[config.mk]
export PLATFORM = sky130hd
export DESIGN_NAME = reset_sequencer
export DESIGN_NICKNAME = d
export VERILOG_FILES = /design/src/rtl/reset_sequencer.sv
export SDC_FILE = /design/constraint.sdc
export NUM_CORES = 1
export LEC_CHECK = 0
export CAP_MARGIN = 20
export CORE_MARGIN = 2
export CORE_UTILIZATION = 40
export DETAILED_ROUTE_END_ITERATION = 8
export DONT_BUFFER_PORTS = 1
export GPL_TIMING_DRIVEN = 0
export PLACE_DENSITY = 0.6
export SYNTH_ARGS = -nofsm -noshare
export SYNTH_HDL_FRONTEND = slang
export SYNTH_SLANG_ARGS = --single-unit
[constraint.sdc]
create_clock -name CLK -period 1.75 [get_ports CLK]
set_input_delay 0.4375 -clock CLK [delete_from_list [all_inputs] [get_ports CLK]]
set_output_delay 0.4375 -clock CLK [all_outputs]
set_load 0.02 [all_outputs]
[src/rtl/reset_sequencer.sv]
// reset_sequencer: ordered release of per-block active-low resets after a
// global reset or a software/watchdog reset request.
module reset_sequencer #(
    parameter int unsigned NUM_STAGES  = 4,
    parameter int unsigned HOLD_CYCLES = 16,
    parameter int unsigned STAGE_GAP   = 4
) (
    input  logic                  CLK,
    input  logic                  RST,
    input  logic                  SW_RST_REQ,
    input  logic                  WDOG_RST_REQ,
    output logic [NUM_STAGES-1:0] STAGE_RST_,
    output logic                  RST_DONE,
    output logic [1:0]            RST_CAUSE,
    output logic [7:0]            RST_COUNT
);

    localparam int unsigned CNT_MAX = (HOLD_CYCLES > STAGE_GAP) ? HOLD_CYCLES : STAGE_GAP;
    localparam int unsigned CNT_W   = $clog2(CNT_MAX + 1);
    // Index must also hold NUM_STAGES, the "all stages released" value.
    localparam int unsigned IDX_W   = $clog2(NUM_STAGES + 1);

    localparam logic [1:0] CAUSE_GLOBAL = 2'b00;
    localparam logic [1:0] CAUSE_SW     = 2'b01;
    localparam logic [1:0] CAUSE_WDOG   = 2'b10;

    typedef enum logic [1:0] {
        ST_ASSERT  = 2'd0,
        ST_HOLD    = 2'd1,
        ST_RELEASE = 2'd2,
        ST_RUN     = 2'd3
    } state_e;

    state_e                state_q, state_d;
    logic [CNT_W-1:0]      cnt_q, cnt_d;
    logic [IDX_W-1:0]      idx_q, idx_d;
    logic [NUM_STAGES-1:0] stage_q, stage_d;
    logic                  done_q, done_d;
    logic [1:0]            cause_q, cause_d;
    logic [7:0]            count_q, count_d;
    logic                  req;

    assign req = SW_RST_REQ | WDOG_RST_REQ;

    // Next-state and registered-output values; requests preempt every state.
    always_comb begin
        state_d = state_q;
        cnt_d   = cnt_q;
        idx_d   = idx_q;
        stage_d = stage_q;
        done_d  = done_q;
        cause_d = cause_q;
        count_d = count_q;

        if (req) begin
            state_d = ST_ASSERT;
            cnt_d   = '0;
            idx_d   = '0;
            stage_d = '0;
            done_d  = 1'b0;
            // Cause/count only move when a new sequence actually starts.
            if (state_q != ST_ASSERT) begin
                cause_d = WDOG_RST_REQ ? CAUSE_WDOG : CAUSE_SW;
                if (count_q != 8'hFF) begin
                    count_d = count_q + 8'd1;
                end
            end
        end else begin
            case (state_q)
                ST_ASSERT: begin
                    state_d = ST_HOLD;
                    cnt_d   = '0;
                end
                ST_HOLD: begin
                    if (cnt_q == CNT_W'(HOLD_CYCLES - 1)) begin
                        stage_d[0] = 1'b1;
                        state_d    = ST_RELEASE;
                        idx_d      = IDX_W'(1);
                        cnt_d      = '0;
                    end else begin
                        cnt_d = cnt_q + CNT_W'(1);
                    end
                end
                ST_RELEASE: begin
                    if (cnt_q == CNT_W'(STAGE_GAP - 1)) begin
                        cnt_d = '0;
                        if (idx_q < IDX_W'(NUM_STAGES)) begin
                            for (int unsigned k = 0; k < NUM_STAGES; k++) begin
                                if (idx_q == IDX_W'(k)) begin
                                    stage_d[k] = 1'b1;
                                end
                            end
                            idx_d = idx_q + IDX_W'(1);
                        end else begin
                            state_d = ST_RUN;
                            done_d  = 1'b1;
                        end
                    end else begin
                        cnt_d = cnt_q + CNT_W'(1);
                    end
                end
                ST_RUN: begin
                    state_d = ST_RUN;
                end
                default: begin
                    state_d = ST_ASSERT;
                end
            endcase
        end
    end

    // State and output registers; global reset overrides everything.
    always_ff @(posedge CLK) begin
        if (RST) begin
            state_q <= ST_ASSERT;
            cnt_q   <= '0;
            idx_q   <= '0;
            stage_q <= '0;
            done_q  <= 1'b0;
            cause_q <= CAUSE_GLOBAL;
            count_q <= '0;
        end else begin
            state_q <= state_d;
            cnt_q   <= cnt_d;
            idx_q   <= idx_d;
            stage_q <= stage_d;
            done_q  <= done_d;
            cause_q <= cause_d;
            count_q <= count_d;
        end
    end

    assign STAGE_RST_ = stage_q;
    assign RST_DONE   = done_q;
    assign RST_CAUSE  = cause_q;
    assign RST_COUNT  = count_q;

endmodule
Word-level counts from Yosys, hierarchy flattened
Index checks and enable logic that the tools add are counted.
{ "totals": {"ff_bits": 25, "latch_bits": 0, "ramBits": 0, "mem_bits_ro": 0, "output_inout_bits": 15, "wordCells": 62, "mem_count": 0} }
{ "op_classes": {"n_addsub": 3, "mul": 0, "div_mod_pow": 0, "magnitude_cmp": 1, "eq_ne": 14, "shifts": 0, "mux": 17, "bitwise": 2, "n_reduce_logical": 15} }
{ "op_table": {"columns": ["cell", "count"], "rows": [
  ["4-bit AND reduction", 4],
  ["5-bit one-hot mux with 3 select lines", 1],
  ["5-bit two-way mux", 2],
  ["2-bit != test (second input constant)", 5],
  ["3-bit two-way mux", 3],
  ["3-bit AND reduction", 3],
  ["8-bit by 1-bit adder with 8-bit output (second input constant)", 1],
  ["2-bit two-way mux", 4],
  ["8-bit != test (second input constant)", 1],
  ["2-bit one-hot mux with 4 select lines", 1],
  ["3-bit by 2-bit == test with 1-bit output (second input constant)", 2],
  ["3-bit one-hot mux with 2 select lines", 1],
  ["5-bit by 1-bit adder with 5-bit output (second input constant)", 1],
  ["5-bit by 2-bit == test with 1-bit output (second input constant)", 1],
  ["5-bit by 4-bit == test with 1-bit output (second input constant)", 1],
  ["5-bit AND reduction", 1],
  ["2-bit == test (second input constant)", 2],
  ["1-bit two-way mux", 4],
  ["2-bit nonzero test", 2],
  ["3-bit by 1-bit adder with 3-bit output (second input constant)", 1],
  ["3-bit by 1-bit == test with 1-bit output (second input constant)", 1],
  ["3-bit logical NOT", 1],
  ["3-bit less-than comparator (second input constant)", 1],
  ["3-bit nonzero test", 1],
  ["other kinds (7)", 7]
]} }

Logic depth before layout (Yosys ltp)
Gate-level depths: netlist of run 1.
{ "depth": {"word_depth": 5, "ltp_mapped": 8, "mapped_depth_nobuf": 8} }

Worst setup path before layout of run 1
Ideal clock, no wire load.
{ "synth_timing": {"path_type": "reg-to-reg", "start": "register cnt_q[0]", "end": "register cnt_q[3]", "setup_ns": 0.074, "arrival_time_ns": 1.842, "required_time_ns": 1.676, "setup_slack_ns": -0.166, "path_stages_with_launch": 9, "period_less_slack_ns": 1.916, "cell_sequence": "dfxtp_1 > ha_1 > nand3_1 > inv_1 > ha_1 > and2b_1 > o2bb2ai_2 > or4b_1 > a31oi_1"} }
{ "synth_between": {"elab_chain_len": 3, "word_cells_on_any_way": 6, "classes_between": "1 x add/sub; 2 x eq/ne; 3 x mux"} }
{ "synth_lines": {"columns": ["element", "line", "source"], "rows": [
  ["start, declared", "35", "logic [CNT_W-1:0] cnt_q, cnt_d;"],
  ["start signal, assigned", "124", "cnt_q <= cnt_d;"],
  ["5-bit by 1-bit adder with 5-bit output (tied with other cells)", "81, 99", null],
  ["5-bit two-way mux (on tied branches)", "85, 75", null],
  ["5-bit one-hot mux with 3 select lines (*)", "69", "case (state_q)"]
]} }
Every way passes the cells marked *; elsewhere a longest branch is shown, timed or not.
A chain may end at the register's enable or synchronous reset.

Final worst setup path of run 1
Same ends and word-level chain as after synthesis.

==> impl_summary.log, run 1 <==
INFO  metric min_period = around 1.8 ns
INFO  metric worst-slew-pin-transition = 0.511 ns
INFO  metric finalWeightedCongestion = 0.817
INFO  metric rows = 21
INFO  metric wire_length_of_the_first_global_routing_pass = between 4000 and 5000 um
INFO  metric io_pins = 19
INFO  metric count_of_flip_flops_with_a_built_in_enable_after_synthesis = 0
INFO  metric placed_insts = slightly above 200
INFO  metric rrSetupSlack = -0.05 ns
INFO  metric multi_input_area = about 910 um2
INFO  metric worst-path-max-fanout = 3
INFO  metric endpoint_kind = flip-flop
INFO  metric power_leakage = 0.575 nW
INFO  metric setup_viol = 2
INFO  metric initial_utilization = 41.6%
INFO  metric final_common_cell = nor2_1
INFO  metric grt_max_degree = 16
INFO  metric count_of_nets_after_finishing = 192
INFO  metric root_buffer = clkbuf_4
INFO  metric tritoncts = built
INFO  metric grt.overflow.total = 0
INFO  metric clock_power_share = 30.0%
INFO  metric sw_frac_of_total = around a quarter
INFO  metric core_region_area = 3310 um2
INFO  metric syn_nets = 179
INFO  metric ys_seq_elements = 25
INFO  metric rsz0062_at_grt = yes
INFO  metric outcome = finished, violations left
INFO  metric grt_use_total = roughly 14%
INFO  metric worstReg2RegEnd = cnt_q[3]
INFO  metric worst-endpoint-required = 2.01 ns
INFO  metric grt_pass1_vias = 1,062
INFO  metric cts_made_buffers = 3
INFO  metric placement.cell_area = 1470 um2
INFO  metric port-buffer-count = 0
INFO  metric critical_path.cell_chain = ha_4 -> nand3_2 -> inv_2 -> ha_4 -> and2b_2 -> o2bb2ai_4 -> or4b_1 -> a31oi_1
INFO  metric post-route-worst-setup-slack = -0.0502 ns
INFO  metric path_depth = 8
INFO  metric cts_max_level = 1
INFO  metric synth.largest_area_cell = dfxtp_1
INFO  metric sequential_element_share_of_the_synthesized_area = 36.3%
INFO  metric final_cell_area = 1620 um2
INFO  metric wl_met1 = about 1300 um
INFO  metric max_clock_freq = 0.555 GHz
INFO  metric highest-signal-layer = met4
INFO  metric violations = setup timing
INFO  metric sequential_cell_area = 510 um2
INFO  metric int_pwr = 0.000684 W
INFO  metric post_place_setup_slack = -0.172 ns
INFO  metric synth.lib_cells_used.distinct = 34
INFO  metric post-dp-hpwl = 2020 um
INFO  metric holdWs = 0.294 ns
INFO  metric routed-wl-met2 = approximately 1300 um
INFO  metric first_pass_iters = 4
INFO  metric drv_cap = 0
INFO  metric drive_above_1_share = 21.5%
INFO  metric fp.dieH = around 63 um
INFO  metric worst_path_most_repeated_cell = ha_4
INFO  metric cts-root-to-sink-buffers = 2
INFO  metric wl_met3 = 84 um
INFO  metric drc = 0
INFO  metric power-per-cell-area = ~560 nW/um2
INFO  metric worst-path-buf-inv = 1
INFO  metric clock_sink_count = 25
INFO  metric die-area = approximately 4000 um2
INFO  metric vias_per_cell = between 5 and 6
INFO  metric area_share_of_the_leading_cell_type_in_the_synthesized_netlist = a little over a third
INFO  metric layout.core_utilization = 48.9%
INFO  metric critical_path_arrival = 2.06 ns
INFO  metric fin_skew = 0.00178 ns
INFO  metric yosys_most_used_dff = dfxtp_1
INFO  metric comb_pwr_share = 5.7%
INFO  metric critical-path-max-stage-delay = 0.44 ns
INFO  metric initial_antenna_violation_count = 0
INFO  metric leading_post_synthesis_cells_by_cell_area = dfxtp_1, ha_1, nor2_1, a21oi_1, nand2_1
INFO  metric master_of_the_slowest_instance_on_the_critical_path = or4b_1
INFO  metric irDropWorstVdd = 0.395 mV
INFO  metric worst_min_delay_path_class = input port to flip-flop
INFO  metric synthesis.yosys.warnings = 0
INFO  metric r2r_cells = 8
INFO  metric pins_over_slew_limit = 0
INFO  metric fillCellCount = 349
INFO  metric post_synth_instance_area = about 1400 um2
INFO  metric worstSetupPathType = flip-flop to flip-flop
INFO  metric ys_async_sr_fraction = 0%
INFO  metric die_width = 62.7 um
INFO  metric routedWlPerCell = between 10 and 15 um
INFO  metric worst_setup_path_startpoint = cnt_q[0]
INFO  metric worst_r2r_startpoint = cnt_q[0]
INFO  metric totalWireLength = 2780 um
INFO  metric total_switching_power = 0.000227 W
INFO  metric layout.cells.non_filler = 218
INFO  metric fin_crit_sh = 103%
INFO  metric syn_inst = 160
INFO  metric maxSlewHeadroom = 65.9%
INFO  metric synthToLayoutAreaGrowth = 17.4%
INFO  metric diodes_inserted = 0
INFO  metric most-common-layout-cells = nor2_1, dfxtp_1, nand2_1, a21oi_1, ha_1
INFO  metric report.final.hold_viol_count = 0
INFO  metric clock_latency = roughly 0.32 ns
INFO  metric path_clk_slew = 0.15 ns
INFO  metric first_iter_violations = 43
INFO  metric syn_avg_cell_area = 8.62 um2
INFO  metric route.vias.total = 1,145
INFO  metric critPathLaunchType = flip-flop
INFO  metric cp-endpoint = cnt_q[3]
INFO  metric critPathTopFamily = simple AND/OR/NAND/NOR gates
INFO  metric seq_power_share = between 60% and 70%
INFO  metric detail-route-antenna-nets = 0
## cell type report
cell class	count	share of cell area, %
Sequential cell	25	31.5
Multi-Input combinational cell	123	56.3
Timing Repair Buffer	8	3.94
Buffer	3	0.696
Tap cell	46	3.55
Clock buffer	3	1.39
Clock inverter	1	0.464
Inverter	9	2.09
## sequential cells by signal (all words and copies together), names as in the netlist
| signal | count |
|---|---|
| cnt_q | 5 |
| state_q | 2 |
| idx_q | 3 |
| RST_DONE | 1 |
| RST_COUNT | 8 |
| STAGE_RST_ | 4 |
| RST_CAUSE | 2 |
## power by group through the flow
stage	Combinational, W	Clock, W	Sequential [W]
after CTS	0.0000469	0.000282	0.000585
after global placement	0.0000441	0	0.000597
final	0.0000520	0.000273	0.000585
after detailed placement	0.0000444	0	0.000597
after floorplan	0.0000357	0	0.000596
after global routing	0.0000583	0.000311	0.000587
## cells by family after synthesis
logic type | Yosys count | synth area share [%]
muxes | 5 | 3.63
xor gates and xnor gates | 1 | 0.635
buffers and inverters | 12 | 3.27
adders and majority gates | 15 | 13.6
AOI/OAI and AO/OA | 32 | 14.6
DFF | 25 | 36.3
and+or+nand+nor | 70 | 27.9
## stage by stage
step / setup TNS [ns] / power [W]
global placement: -0.163 / 0.000641
floorplan: -0.0586 / 0.000631
finish: -0.0828 / 0.000911
global route: -0.326 / 0.000956
detailed placement: -0.249 / 0.000642
CTS: -0.170 / 0.000914
## layer usage
layer / track usage (%) / vias to the layer above
met1: 19.2 / 543
met2: 22.4 / 13
met3: 2.70 / 2
met4: 3.89 / 0
met5: 0 / -
li1: - / 587
## synthesized netlist by cell type, drive strengths merged (2+ instances only)
cell type and count:
a211oi 3, a21oi 14, a31oi 2, clkbuf 3
dfxtp 25, ha 15, inv 9, mux2i 5
nand2 15, nand2b 3, nand3 7, nand3b 2
nand4 4, nor2 19, nor2b 4, nor3 5
nor4 2, o21ai 7, or3 3, or4b 2
## worst min-delay path by stage
stage,from,endpoint,slack [ns],cells after the start
after floorplan,cnt_q[0],cnt_q[0],0.46,2
after global placement,cnt_q[0],cnt_q[0],0.47,2
after detailed placement,cnt_q[0],cnt_q[0],0.49,2
after CTS,SW_RST_REQ,RST_CAUSE[0],0.28,2
after global routing,SW_RST_REQ,RST_CAUSE[0],0.27,2
final,SW_RST_REQ,RST_CAUSE[0],0.29,2
## what timing repair did
action | 4_1_cts | 5_1_grt
cloned | 0 | 0
gates resized for setup | 2 | 15
hold buffers | 0 | 0
pin swaps | 2 | 3
endpoints found under the setup margin | 3 | 10
setup buffers | 4 | 4
Note: power is estimated with default switching activity, not from simulation.
==> inputs of run 2 (changes only) <==
--- a/config.mk
+++ b/config.mk
@@ -11,7 +11,7 @@
 export DETAILED_ROUTE_END_ITERATION = 8
 export DONT_BUFFER_PORTS = 1
 export GPL_TIMING_DRIVEN = 0
-export PLACE_DENSITY = 0.6
+export PLACE_DENSITY = 0.67
 export SYNTH_ARGS = -nofsm -noshare
 export SYNTH_HDL_FRONTEND = slang
 export SYNTH_SLANG_ARGS = --single-unit
==> impl_summary.log, run 2 (same netlist as run 1, synthesis figures left out) <==
INFO  metric clock_sink_count = 25
INFO  metric worstReg2RegEnd = cnt_q[3]
INFO  metric fp.dieH = 62.7 um
INFO  metric master_of_the_slowest_instance_on_the_critical_path = or4b_4
INFO  metric fin_crit_sh = 106%
INFO  metric grt_pass1_vias = 1,048
INFO  metric port-buffer-count = 0
INFO  metric cts-root-to-sink-buffers = 2
INFO  metric pins_over_slew_limit = 0
INFO  metric comb_pwr_share = under 10%
INFO  metric power_leakage = 0.570 nW
INFO  metric multi_input_area = a little over 900 um2
INFO  metric r2r_cells = 8
INFO  metric cts-hold-fix-buffers = 0
INFO  metric worst_setup_path_startpoint = cnt_q[1]
INFO  metric synthToLayoutAreaGrowth = 16.3%
INFO  metric cp-endpoint = cnt_q[3]
INFO  metric finalWeightedCongestion = 0.855
INFO  metric tritoncts = built
INFO  metric io_pins = 19
INFO  metric sw_frac_of_total = 25.4%
INFO  metric worst_min_delay_path_class = input port to flip-flop
INFO  metric initial_antenna_violation_count = 0
INFO  metric wire_length_of_the_first_global_routing_pass = around 4800 um
INFO  metric path_clk_slew = 0.14 ns
INFO  metric int_pwr = just under 0.0007 W
INFO  metric worstHoldStart = SW_RST_REQ
INFO  metric endpoint_kind = flip-flop
INFO  metric first_iter_violations = between 70 and 80
INFO  metric diodes_inserted = 0
INFO  metric post-route-worst-setup-slack = -0.102 ns
INFO  metric critPathLaunchType = flip-flop
INFO  metric final_common_cell = nor2_1
INFO  metric die_width = between 60 and 70 um
INFO  metric worst-path-buf-inv = 1
INFO  metric critical-path-max-stage-delay = about 0.5 ns
INFO  metric worst-path-max-fanout = 2
INFO  metric clock_power_share = between 30% and 40%
INFO  metric critPathTopFamily = simple AND/OR/NAND/NOR gates
INFO  metric critical_path.cell_chain = ha_4 -> nand3_2 -> inv_2 -> ha_2 -> and2b_2 -> o2bb2ai_4 -> or4b_4 -> a31oi_4
INFO  metric largest_register_ffs = 8
INFO  metric detail-route-antenna-nets = 0
INFO  metric most-common-layout-cells = nor2_1, dfxtp_1, nand2_1, a21oi_1, ha_1
INFO  metric first_pass_iters = 4
INFO  metric sequential_cell_area = 509 um2
INFO  metric rsz0062_at_grt = yes
INFO  metric fillCellCount = 324
INFO  metric root_buffer = clkbuf_4
INFO  metric vias_per_cell = 5.30
INFO  metric report.final.hold_viol_count = 0
INFO  metric worst-endpoint-required = 2.03 ns
INFO  metric cts_made_buffers = 3
INFO  metric drc = 0
INFO  metric wl_met1 = 1250 um
INFO  metric power = about 0.00091 W
INFO  metric cts_max_level = 1
INFO  metric rrSetupSlack = -0.10 ns
INFO  metric rows = 21
INFO  metric seq_power_share = between 60 and 70%
INFO  metric violations = setup timing
INFO  metric setup_viol = 2
INFO  metric grt.overflow.total = 0
INFO  metric max_clock_freq = approximately 0.54 GHz
INFO  metric drv_cap = 0
INFO  metric drive_above_1_share = 21.1%
INFO  metric highest-signal-layer = met4
INFO  metric routedWlPerCell = between 10 and 15 um
INFO  metric wl_met3 = 105 um
INFO  metric die-area = 3930 um2
INFO  metric clock_latency = 0.34 ns
INFO  metric worstSetupPathType = flip-flop to flip-flop
INFO  metric min_period = 1.85 ns
INFO  metric path_depth = 8
INFO  metric worst-slew-pin-transition = 0.486 ns
INFO  metric post-dp-hpwl = 2030 um
INFO  metric grt_max_degree = 15
INFO  metric maxSlewHeadroom = around two thirds
INFO  metric total_switching_power = 0.000232 W
INFO  metric grt_use_total = ~15%
INFO  metric fin_skew = about 0.0025 ns
INFO  metric core_region_area = approximately 3300 um2
INFO  metric outcome = finished, violations left
INFO  metric power-per-cell-area = 569 nW/um2
INFO  metric initial_utilization = a little over two fifths
INFO  metric routed-wl-met2 = ~1500 um
INFO  metric route.vias.total = ~1,200
INFO  metric critical_path_arrival = between 2 and 2.5 ns
INFO  metric worst_r2r_startpoint = cnt_q[1]
INFO  metric totalWireLength = 2920 um
INFO  metric count_of_nets_after_finishing = ~190
INFO  metric post_place_setup_slack = -0.211 ns
INFO  metric irDropWorstVdd = 0.275 mV
[run 2: power by group through the flow]
stage               logic [W]  clock network [W]  registers [W]
floorplan           0.0000357                  0       0.000596
global placement    0.0000432                  0       0.000597
detailed placement  0.0000442                  0       0.000597
CTS                 0.0000465           0.000286       0.000585
global route        0.0000556           0.000315       0.000586
finish              0.0000496           0.000278       0.000585
[run 2: stage by stage]
step                area, um2  utilization (%)  setup TNS (ns)  instances  hold slack (ns)
floorplan                1420                -         -0.0586        160            0.465
global route             1600             48.5          -0.422        217            0.288
global placement         1470             44.5          -0.158        206            0.476
detailed placement       1470             44.5          -0.217        206            0.484
finish                   1600             48.5          -0.143        217            0.276
CTS                      1550             46.9          -0.125        217            0.271
[run 2: worst min path at each step]
stage	depth (start not counted)	endpoint	slack, ns
after floorplan	2	cnt_q[0]	0.46
after global placement	2	cnt_q[0]	0.48
after detailed placement	2	cnt_q[0]	0.48
after CTS	2	RST_CAUSE[0]	0.27
after global routing	2	RST_CAUSE[0]	0.29
final	2	RST_CAUSE[0]	0.28
[run 2: layout make-up]
type | count | share of cell area, %
Tap cell | 46 | 3.59
Clock buffer | 3 | 1.40
Sequential cell | 25 | 31.7
Timing Repair Buffer | 7 | 3.28
Multi-Input combinational cell | 123 | 56.9
Buffer | 3 | 0.702
Inverter | 9 | 2.11
Clock inverter | 1 | 0.312
[run 2: worst register-to-register path, stage by stage, from the launching register on]
cell and delay [ns]:
dfxtp_2 0.36, ha_4 0.16, nand3_2 0.08, inv_2 0.03, ha_2 0.16, and2b_2 0.25, o2bb2ai_4 0.12, or4b_4 0.49
a31oi_4 0.14
[run 2: metal layers]
layer | track usage, % | up-vias
met4 | 7.50 | 0
met1 | 18.7 | 533
met2 | 25.1 | 26
met3 | 3.24 | 7
met5 | 0 | -
li1 | - | 584
[run 2: repair_timing]
item	in CTS	in global routing
setup endpoints to repair	3	11
pin swaps	2	2
gates resized for setup	1	13
buffers inserted	7	0
==> inputs of run 3 (changes only) <==
--- a/config.mk
+++ b/config.mk
@@ -11,7 +11,7 @@
 export DETAILED_ROUTE_END_ITERATION = 8
 export DONT_BUFFER_PORTS = 1
 export GPL_TIMING_DRIVEN = 0
-export PLACE_DENSITY = 0.67
+export PLACE_DENSITY = 0.65
 export SYNTH_ARGS = -nofsm -noshare
 export SYNTH_HDL_FRONTEND = slang
 export SYNTH_SLANG_ARGS = --single-unit
==> constraint.sdc (replaced) <==
create_clock -name CLK -period 2.3 [get_ports CLK]
set_input_delay 0.575 -clock CLK [delete_from_list [all_inputs] [get_ports CLK]]
set_output_delay 0.575 -clock CLK [all_outputs]
set_load 0.02 [all_outputs]
==> impl_summary.log, run 3 (same netlist as run 1, synthesis figures left out) <==
INFO  metric grt_pass1_vias = 1,070
INFO  metric port-buffer-count = 0
INFO  metric placed_insts = 206
INFO  metric root_buffer = clkbuf_4
INFO  metric first_iter_violations = 45
INFO  metric wire_length_of_the_first_global_routing_pass = 4600 um
INFO  metric maxSlewHeadroom = 67.9%
INFO  metric drv_cap = 0
INFO  metric worst_r2r_startpoint = cnt_q[0]
INFO  metric grt.overflow.total = 0
INFO  metric worst-path-max-fanout = 7
INFO  metric post-dp-hpwl = about 2000 um
INFO  metric worst_setup_path_startpoint = cnt_q[0]
INFO  metric fin_crit_sh = 91.5%
INFO  metric core_region_area = between 3000 and 4000 um2
INFO  metric clock_latency = between 0.3 and 0.4 ns
INFO  metric worst_min_delay_path_class = input port to flip-flop
INFO  metric outcome = finished, final reports clean
INFO  metric first_pass_iters = 4
INFO  metric post_place_setup_slack = 0.175 ns
INFO  metric drc = 0
INFO  metric finalWeightedCongestion = 0.868
INFO  metric totalWireLength = ~2700 um
INFO  metric diodes_inserted = 0
INFO  metric multi_input_area = 835 um2
INFO  metric power_leakage = 0.529 nW
INFO  metric sequential_cell_area = between 500 and 600 um2
INFO  metric rows = 21
INFO  metric grt_max_degree = 15
INFO  metric final_common_cell = dfxtp_1
INFO  metric postCtsSetupBuffers = 0
INFO  metric worst-endpoint-required = approximately 2.6 ns
INFO  metric vias_per_cell = 5.34
INFO  metric setup_viol = 0
INFO  metric die-area = 3930 um2
INFO  metric layout.core_utilization = 44.3%
INFO  metric largest_register_ffs = 8
INFO  metric cts_made_buffers = 3
INFO  metric max_clock_freq = 0.475 GHz
INFO  metric clock_sink_count = 25
INFO  metric power-per-cell-area = 464 nW/um2
INFO  metric min_period = 2.10 ns
INFO  metric worstHoldStart = SW_RST_REQ
INFO  metric worstSetupPathType = flip-flop to flip-flop
INFO  metric tritoncts = built
INFO  metric cts-root-to-sink-buffers = 2
INFO  metric cts-hold-fix-buffers = 0
INFO  metric irDropWorstVdd = 0.217 mV
INFO  metric die_width = 62.7 um
INFO  metric path_clk_slew = 0.14 ns
INFO  metric detail-route-antenna-nets = 0
INFO  metric holdWs = 0.429 ns
INFO  metric fp.dieH = 62.7 um
INFO  metric report.final.hold_viol_count = 0
INFO  metric fin_skew = 0.00390 ns
INFO  metric cts_resized = 0
INFO  metric critPathLaunchType = flip-flop
INFO  metric routedWlPerCell = 12.7 um
INFO  metric pins_over_slew_limit = 0
INFO  metric endpoint_kind = flip-flop
INFO  metric post-route-worst-setup-slack = between 0.15 and 0.2 ns
INFO  metric synthToLayoutAreaGrowth = 6.26%
INFO  metric io_pins = 19
INFO  metric initial_antenna_violation_count = 0
INFO  metric count_of_nets_after_finishing = about 180
INFO  metric initial_utilization = roughly two fifths
INFO  metric most-common-layout-cells = dfxtp_1, nor2_1, ha_1, nand2_1, a21oi_1
INFO  metric worst-slew-pin-transition = between 0.4 and 0.5 ns
INFO  metric cts_max_level = 1
INFO  metric fillCellCount = 350
INFO  metric critical_path_arrival = 2.37 ns
INFO  metric route.vias.total = 1,121
INFO  metric timing.setup.tns = 0 ns
INFO  metric grt_use_total = 14.2%
INFO  metric drive_above_1_share = between 6 and 7%
INFO  metric rsz0062_at_grt = no
INFO  metric layout.cells.non_filler = 210
## run 3: final cells by class
type | count | share of cell area (%)
Buffer | 3 | 0.769
Multi-Input combinational cell | 123 | 57.0
Clock inverter | 1 | 0.342
Inverter | 9 | 2.31
Sequential cell | 25 | 34.2
Clock buffer | 3 | 1.54
Tap cell | 46 | 3.93
## run 3: worst paths after layout
kind	endpoint	slack [ns]	depth (start not counted)
worst max-delay path	cnt_q[3]	0.20	8
worst min-delay path	RST_CAUSE[0]	0.43	2
worst max register to register	cnt_q[3]	0.20	8
worst min register to register	cnt_q[1]	0.50	2
## run 3: stage by stage
step	power [W]	cell area [um2]
4_1_cts	0.000690	1460
3_5_place_dp	0.000487	1440
5_1_grt	0.000711	1470
6_report	0.000680	1470
2_1_floorplan	0.000479	1380
3_3_place_gp	0.000486	1440
## run 3: layer usage
layer	track usage, %	routed length, um
met1	17.3	1270
met2	24.3	1280
met3	3.42	100
met4	5.00	31
met5	0	0
## run 3: critical path, stage by stage (launching register included)
cell       delay [ns]
dfxtp_1          0.37
ha_1             0.25
nand3_1          0.12
inv_1            0.05
ha_1             0.20
and2b_2          0.29
o2bb2ai_2        0.17
or4b_1           0.47
a31oi_1          0.14
## run 3: report_power, final
part | leakage (nW) | switching (W) | internal, W
clock network | 0.0177 | 0.000137 | 0.0000652
logic | 0.310 | 0.0000204 | 0.0000124
registers | 0.202 | 0.00000748 | 0.000437
total | 0.529 | 0.000165 | 0.000515
